`src/rtl/fc_func.sv`:
```
// fc_func: function unit of the fully connected layer.
// Accumulates bit-serial CIM partial sums (summed across vertical tiles and
// weighted by bit plane) into per-neuron totals, then on func-start applies
// arithmetic right shift, ReLU and saturation and presents the activations
// to the next layer through a start/ready handshake.
//
// Ports:
//   clk, rst           clock, asynchronous active-high reset
//   i_cim_ready        CIM ready; its rising edge marks a finished pass
//   i_count            bit-plane index of the finished pass (0 = LSB)
//   i_psum             tile t / channel c partial sum, signed PSUM_WIDTH
//   i_func_start       request to finalize the current image
//   o_func_ready       high while a func-start can be accepted
//   o_next_start       activation vector valid to the next layer
//   i_next_ready       next layer accepts the activation vector
//   o_data             channel c activation at [c*DATA_SIZE +: DATA_SIZE]
module fc_func #(
    parameter int unsigned DATA_SIZE    = 8,
    parameter int unsigned OUT_CHANNELS = 16,
    parameter int unsigned V_CIM_TILES  = 4,
    parameter int unsigned PSUM_WIDTH   = 8,
    parameter int unsigned SHIFT        = 4,
    parameter int unsigned COUNT_WIDTH  = (DATA_SIZE == 1) ? 1 : $clog2(DATA_SIZE),
    parameter int unsigned ACC_WIDTH    = PSUM_WIDTH + $clog2(V_CIM_TILES) + DATA_SIZE + 1
) (
    input  logic                                        clk,
    input  logic                                        rst,
    input  logic                                        i_cim_ready,
    input  logic [COUNT_WIDTH-1:0]                      i_count,
    input  logic [V_CIM_TILES*OUT_CHANNELS*PSUM_WIDTH-1:0] i_psum,
    input  logic                                        i_func_start,
    output logic                                        o_func_ready,
    output logic                                        o_next_start,
    input  logic                                        i_next_ready,
    output logic [OUT_CHANNELS*DATA_SIZE-1:0]           o_data
);

    localparam logic signed [ACC_WIDTH-1:0] SAT_MAX =
        $signed(ACC_WIDTH'((64'd1 << DATA_SIZE) - 64'd1));

    typedef enum logic [1:0] {
        S_ACCUM,
        S_REQUANT,
        S_OUTPUT
    } state_t;

    state_t state;
    state_t state_next;

    logic                               cim_ready_q;
    logic                               pass_c;
    logic                               accept_c;
    logic signed [ACC_WIDTH-1:0]        tile_sum [OUT_CHANNELS];
    logic signed [ACC_WIDTH-1:0]        acc      [OUT_CHANNELS];
    logic signed [ACC_WIDTH-1:0]        acc_next [OUT_CHANNELS];
    logic signed [ACC_WIDTH-1:0]        res      [OUT_CHANNELS];
    logic [OUT_CHANNELS*DATA_SIZE-1:0]  quant_c;

    // Shift, ReLU, then clamp to the unsigned activation range.
    function automatic logic [DATA_SIZE-1:0] requant(input logic signed [ACC_WIDTH-1:0] v);
        logic signed [ACC_WIDTH-1:0] y;
        y = v >>> SHIFT;
        if (y[ACC_WIDTH-1]) begin
            return '0;
        end else if (y > SAT_MAX) begin
            return '1;
        end else begin
            return y[DATA_SIZE-1:0];
        end
    endfunction

    // Pass detection; out-of-range bit planes are dropped.
    assign pass_c   = i_cim_ready && !cim_ready_q && (32'(i_count) < DATA_SIZE);
    assign accept_c = (state == S_ACCUM) && i_func_start;

    // Sign-extended sum of all vertical tiles per channel.
    always_comb begin
        for (int c = 0; c < OUT_CHANNELS; c++) begin
            tile_sum[c] = '0;
            for (int t = 0; t < V_CIM_TILES; t++) begin
                tile_sum[c] = tile_sum[c] + ACC_WIDTH'($signed(
                    i_psum[(t*OUT_CHANNELS+c)*PSUM_WIDTH +: PSUM_WIDTH]));
            end
        end
    end

    // Bit-plane weighted accumulation.
    always_comb begin
        for (int c = 0; c < OUT_CHANNELS; c++) begin
            acc_next[c] = acc[c];
            if (pass_c) begin
                acc_next[c] = acc[c] + (tile_sum[c] <<< i_count);
            end
        end
    end

    // Requantized image result.
    always_comb begin
        quant_c = '0;
        for (int c = 0; c < OUT_CHANNELS; c++) begin
            quant_c[c*DATA_SIZE +: DATA_SIZE] = requant(res[c]);
        end
    end

    // State register.
    always_ff @(posedge clk or posedge rst) begin
        if (rst) begin
            state <= S_ACCUM;
        end else begin
            state <= state_next;
        end
    end

    // Next-state logic.
    always_comb begin
        state_next = state;
        case (state)
            S_ACCUM:   if (i_func_start) state_next = S_REQUANT;
            S_REQUANT: state_next = S_OUTPUT;
            S_OUTPUT:  if (i_next_ready) state_next = S_ACCUM;
            default:   state_next = S_ACCUM;
        endcase
    end

    // Handshake outputs registered from the next state so they track the FSM.
    always_ff @(posedge clk or posedge rst) begin
        if (rst) begin
            o_func_ready <= 1'b1;
            o_next_start <= 1'b0;
        end else begin
            o_func_ready <= (state_next == S_ACCUM);
            o_next_start <= (state_next == S_OUTPUT);
        end
    end

    // Accumulators, finalized snapshot and output data.
    // cim_ready_q resets high so a CIM ready held through reset is not a pass.
    always_ff @(posedge clk or posedge rst) begin
        if (rst) begin
            cim_ready_q <= 1'b1;
            o_data      <= '0;
            for (int c = 0; c < OUT_CHANNELS; c++) begin
                acc[c] <= '0;
                res[c] <= '0;
            end
        end else begin
            cim_ready_q <= i_cim_ready;
            for (int c = 0; c < OUT_CHANNELS; c++) begin
                if (accept_c) begin
                    res[c] <= acc_next[c];
                    acc[c] <= '0;
                end else begin
                    acc[c] <= acc_next[c];
                end
            end
            if (state == S_REQUANT) begin
                o_data <= quant_c;
            end
        end
    end

endmodule

```
`config.mk`:
```
export PLATFORM = sky130hd
export DESIGN_NAME = fc_func
export DESIGN_NICKNAME = d
export VERILOG_FILES = /design/src/rtl/fc_func.sv
export SDC_FILE = /design/constraint.sdc
export NUM_CORES = 2
export LEC_CHECK = 0
export ABC_AREA = 1
export CAP_MARGIN = 25
export CELL_PAD_IN_SITES_DETAIL_PLACEMENT = 1
export CELL_PAD_IN_SITES_GLOBAL_PLACEMENT = 2
export CORE_UTILIZATION = 34
export CTS_BUF_LIST = sky130_fd_sc_hd__clkbuf_8
export DETAILED_ROUTE_END_ITERATION = 10
export PLACE_DENSITY = 0.88
export SLEW_MARGIN = 20
export SYNTH_ARGS = -nofsm -noshare
export SYNTH_HDL_FRONTEND = slang
export SYNTH_SLANG_ARGS = --single-unit
export TNS_END_PERCENT = 50
```
`constraint.sdc`:
```
create_clock -name clk -period 26.9 [get_ports clk]
set_input_delay 5.38 -clock clk [delete_from_list [all_inputs] [get_ports clk]]
set_output_delay 5.38 -clock clk [all_outputs]
set_load 0.05 [all_outputs]
```
==> results.yml <==
outcome:
  status: "complete, no violations"
cts:
  clock_path_buffers: 3
  clock_latency_ns: 0.91
  ctsHoldBuffers: 0
  cts.clk_slew.worst_paths_ns: 0.06
  cts_root_buffer: "clkbuf_8"
  htree_levels: 4
  cts.sinks: 677
  cts_tree: "built"
  post_cts_buffers: 0
  numCtsBuffers: 136
  ctsResizeCount: 0
sta:
  fmax_ghz: 0.0993
  final_max_slew_viol_count: 0
  final-hold-violation-count: 0
  clock_skew_ns: 0.0426
  setup_slack_ns: 16.83
  worst_slew_pin_slew_ns: 1.09
  post-route-period-util_pct: 37.4
  tns_ns: 0
  rsz0062_at_grt: "false"
  fin_crit_ns: 10.07
  hold_ws_ns: 0.474
  relSlewSlack_pct: 27.3
  finalSetupViolations: 0
floorplanning:
  start_util_pct: 34.3
  fp-row-count: 158
  die_h_microns: 435
  io-pin-count: 650
  core_sq_mm: 0.186
  die_area_sq_mm: 0.189
  die_w_microns: 435
logic_synthesis:
  synth_top_family_by_area: "simple AND/OR/NAND/NOR gates"
  async_flop_share_pct: 100
  yosysWarnings: 0
  synth_xor_area_share_pct: 2.74
  syn_area_sq_mm: 0.0637
  ys_ff_latch: 677
  synth-compound-area-share_pct: 11.5
  yosysUniqueCellTypes: 43
  synth-simple-area-share_pct: 31.0
  synthMuxAreaShare_pct: 0.0314
  yosys.area_share.adder_pct: 18.2
  synthCells: 9280
  ys_seq_area_share_pct: 26.6
  postSynthAreaPerCell_sq_um: 6.86
  synth_edf_count: 0
  ys.flop_type: "dfrtp_1"
  syn-num-nets: 10600
layout:
  syn_to_final_growth_pct: 18.3
  fillers: 23600
  multi_input_area_sq_mm: 0.0404
  seqCellArea_sq_mm: 0.0169
  layout_commonest_cell: "nand2_1"
  drive_gt1_share_pct: 5.12
  final_cells: 12400
  layout_common_cells: "2694 x nand2_1, 1347 x inv_1, 856 x nand3_1"
  nets: 11100
routing:
  drt-vias-per-instance: 5.05
  dr.pass1.iters: 7
  wl_mm: 242
  drt_first_iter_violations: 3538
  ant_nets: 0
  vias: 62600
  wl_per_cell_microns: 19.6
  drc: 0
grt:
  grt-ovfl-total: 0
  antenna_found_initial: 21
  globalRouteTotalUtil_pct: 25.5
  grt_pass1_vias: 65600
  grt_max_degree: 204
  grt_pass1_wl_mm: 379
worst_hold_path:
  holdPathEnd: "res[104]$_DFFE_PP0P_"
  hold_path_class: "flip-flop to flip-flop"
  hold_start: "res[104]$_DFFE_PP0P_"
  holdPathStages: 2
placement:
  placed_cells: 12100
  finalWeightedCongestion: 0.961
  portBuffers: 649
  dp_hpwl_mm: 196
  preCtsSetupSlack_ns: 16.06
worst_setup_path:
  cp_max_fo: 5
  path_class: "primary input to flip-flop"
  rrSetupSlack_ns: 23.10
  arrival_ns: 10.85
  r2r-start: "state[1]$_DFF_PP0_"
  worstSetupStartpointType: "primary input"
  r2r-end: "res[277]$_DFFE_PP0P_"
  rr_worst_depth: 7
  crit_required_ns: 27.68
  critical_path.endpoint_type: "flip-flop"
pwr:
  powerDensity_mw_per_mm2: 118
  power_uw: 8860
  p_leak_uw: 0.0402
  peakVddDrop_v: 0.0000636
flow_run:
  max_cap_violations: 0
-- cells in the mapped netlist (all sizes together) (7+ instances only) --
master	count	area, sq um
a21o	53	399
o211ai	34	255
dfrtp	675	16900
nor2	685	2610
xor2	91	797
o21bai	58	435
buf	170	850
nand2	2741	10400
nand3	889	4610
or2	129	807
ha	464	5810
nand4	85	532
clkbuf	130	488
nor3	81	405
inv	1325	4970
and2	27	169
a21boi	9	67.6
a21oi	415	2110
nor4	16	100
fa	288	5770
o31ai	11	82.6
xnor2	108	946
o21ai	772	3950
a31oi	7	43.8
nand3b	11	82.6
-- registers in the layout, summed over array words and instances, names as in the netlist --
signal / count
acc: 304
res: 240
o_data: 128
state: 2
cim_ready_q: 1
o_func_ready: 1
o_next_start: 1
-- worst max-delay path by stage --
| stage | startpoint | endpoint | slack, ns |
|---|---|---|---|
| finish | i_psum[113] | res[37]$_DFFE_PP0P_ | 16.83 |
| global route | i_psum[113] | res[37]$_DFFE_PP0P_ | 16.62 |
| global placement | i_psum[88] | res[87]$_DFFE_PP0P_ | 16.16 |
| CTS | i_psum[113] | res[37]$_DFFE_PP0P_ | 17.06 |
| floorplan | rst | acc[0]$_DFF_PP0_ | 2.55 |
| detailed placement | i_psum[113] | res[37]$_DFFE_PP0P_ | 16.06 |
-- routing by layer --
metal	up-vias	wire length, microns	GRT usage, %
met3	280	10800	3.97
met4	20	6270	6.78
met2	1172	104000	39.3
met1	30500	121000	36.8
met5	-	122	0
li1	30600	-	-
-- cells by family after synthesis --
kind of cell / count (synthesis)
fa+ha+maj: 752
xor+xnor: 199
simple gates: 4664
flops: 677
compound gates: 1360
buf+inv: 1626
mux: 2
-- power breakdown --
part,internal (uW),switching [uW]
Sequential,1500,335
Combinational,1980,3860
Clock,662,528
-- per-stage QoR --
stage	instance area, sq um	util, %
global route	75300	40.6
floorplan	63700	-
CTS	75300	40.6
detailed placement	72300	39.0
finish	75300	40.6
global placement	72300	39.0
-- critical path: stages --
cell             delay (ns)
clkdlybuf4s50_1        0.45
inv_1                  0.08
fa_1                   0.55
fa_1                   0.43
inv_1                  0.09
ha_1                   0.20
inv_1                  0.08
fa_1                   0.48
xnor2_1                0.51
nand2_1                0.14
nand3_1                0.12
o21ai_0                0.12
o21ai_0                0.51
ha_1                   0.39
nand2_1                0.17
inv_1                  0.06
a21oi_1                0.20
nand3_2                0.20
nand2_1                0.10
nand2_1                0.06
nand2_2                0.09
nand3_1                0.09
nand2_1                0.13
nand2_1                0.08
nand2_1                0.07
nand2_1                0.06
-- area by class of cell --
class	instances	area share (%)
Tap cell	2480	4.12
Clock inverter	82	0.985
Antenna cell	7	0.0233
Clock buffer	160	2.92
Inverter	1326	6.65
Timing Repair Buffer	686	9.15
Sequential cell	677	22.5
Multi-Input combinational cell	6977	53.7
(Power assumes the default switching activity.)
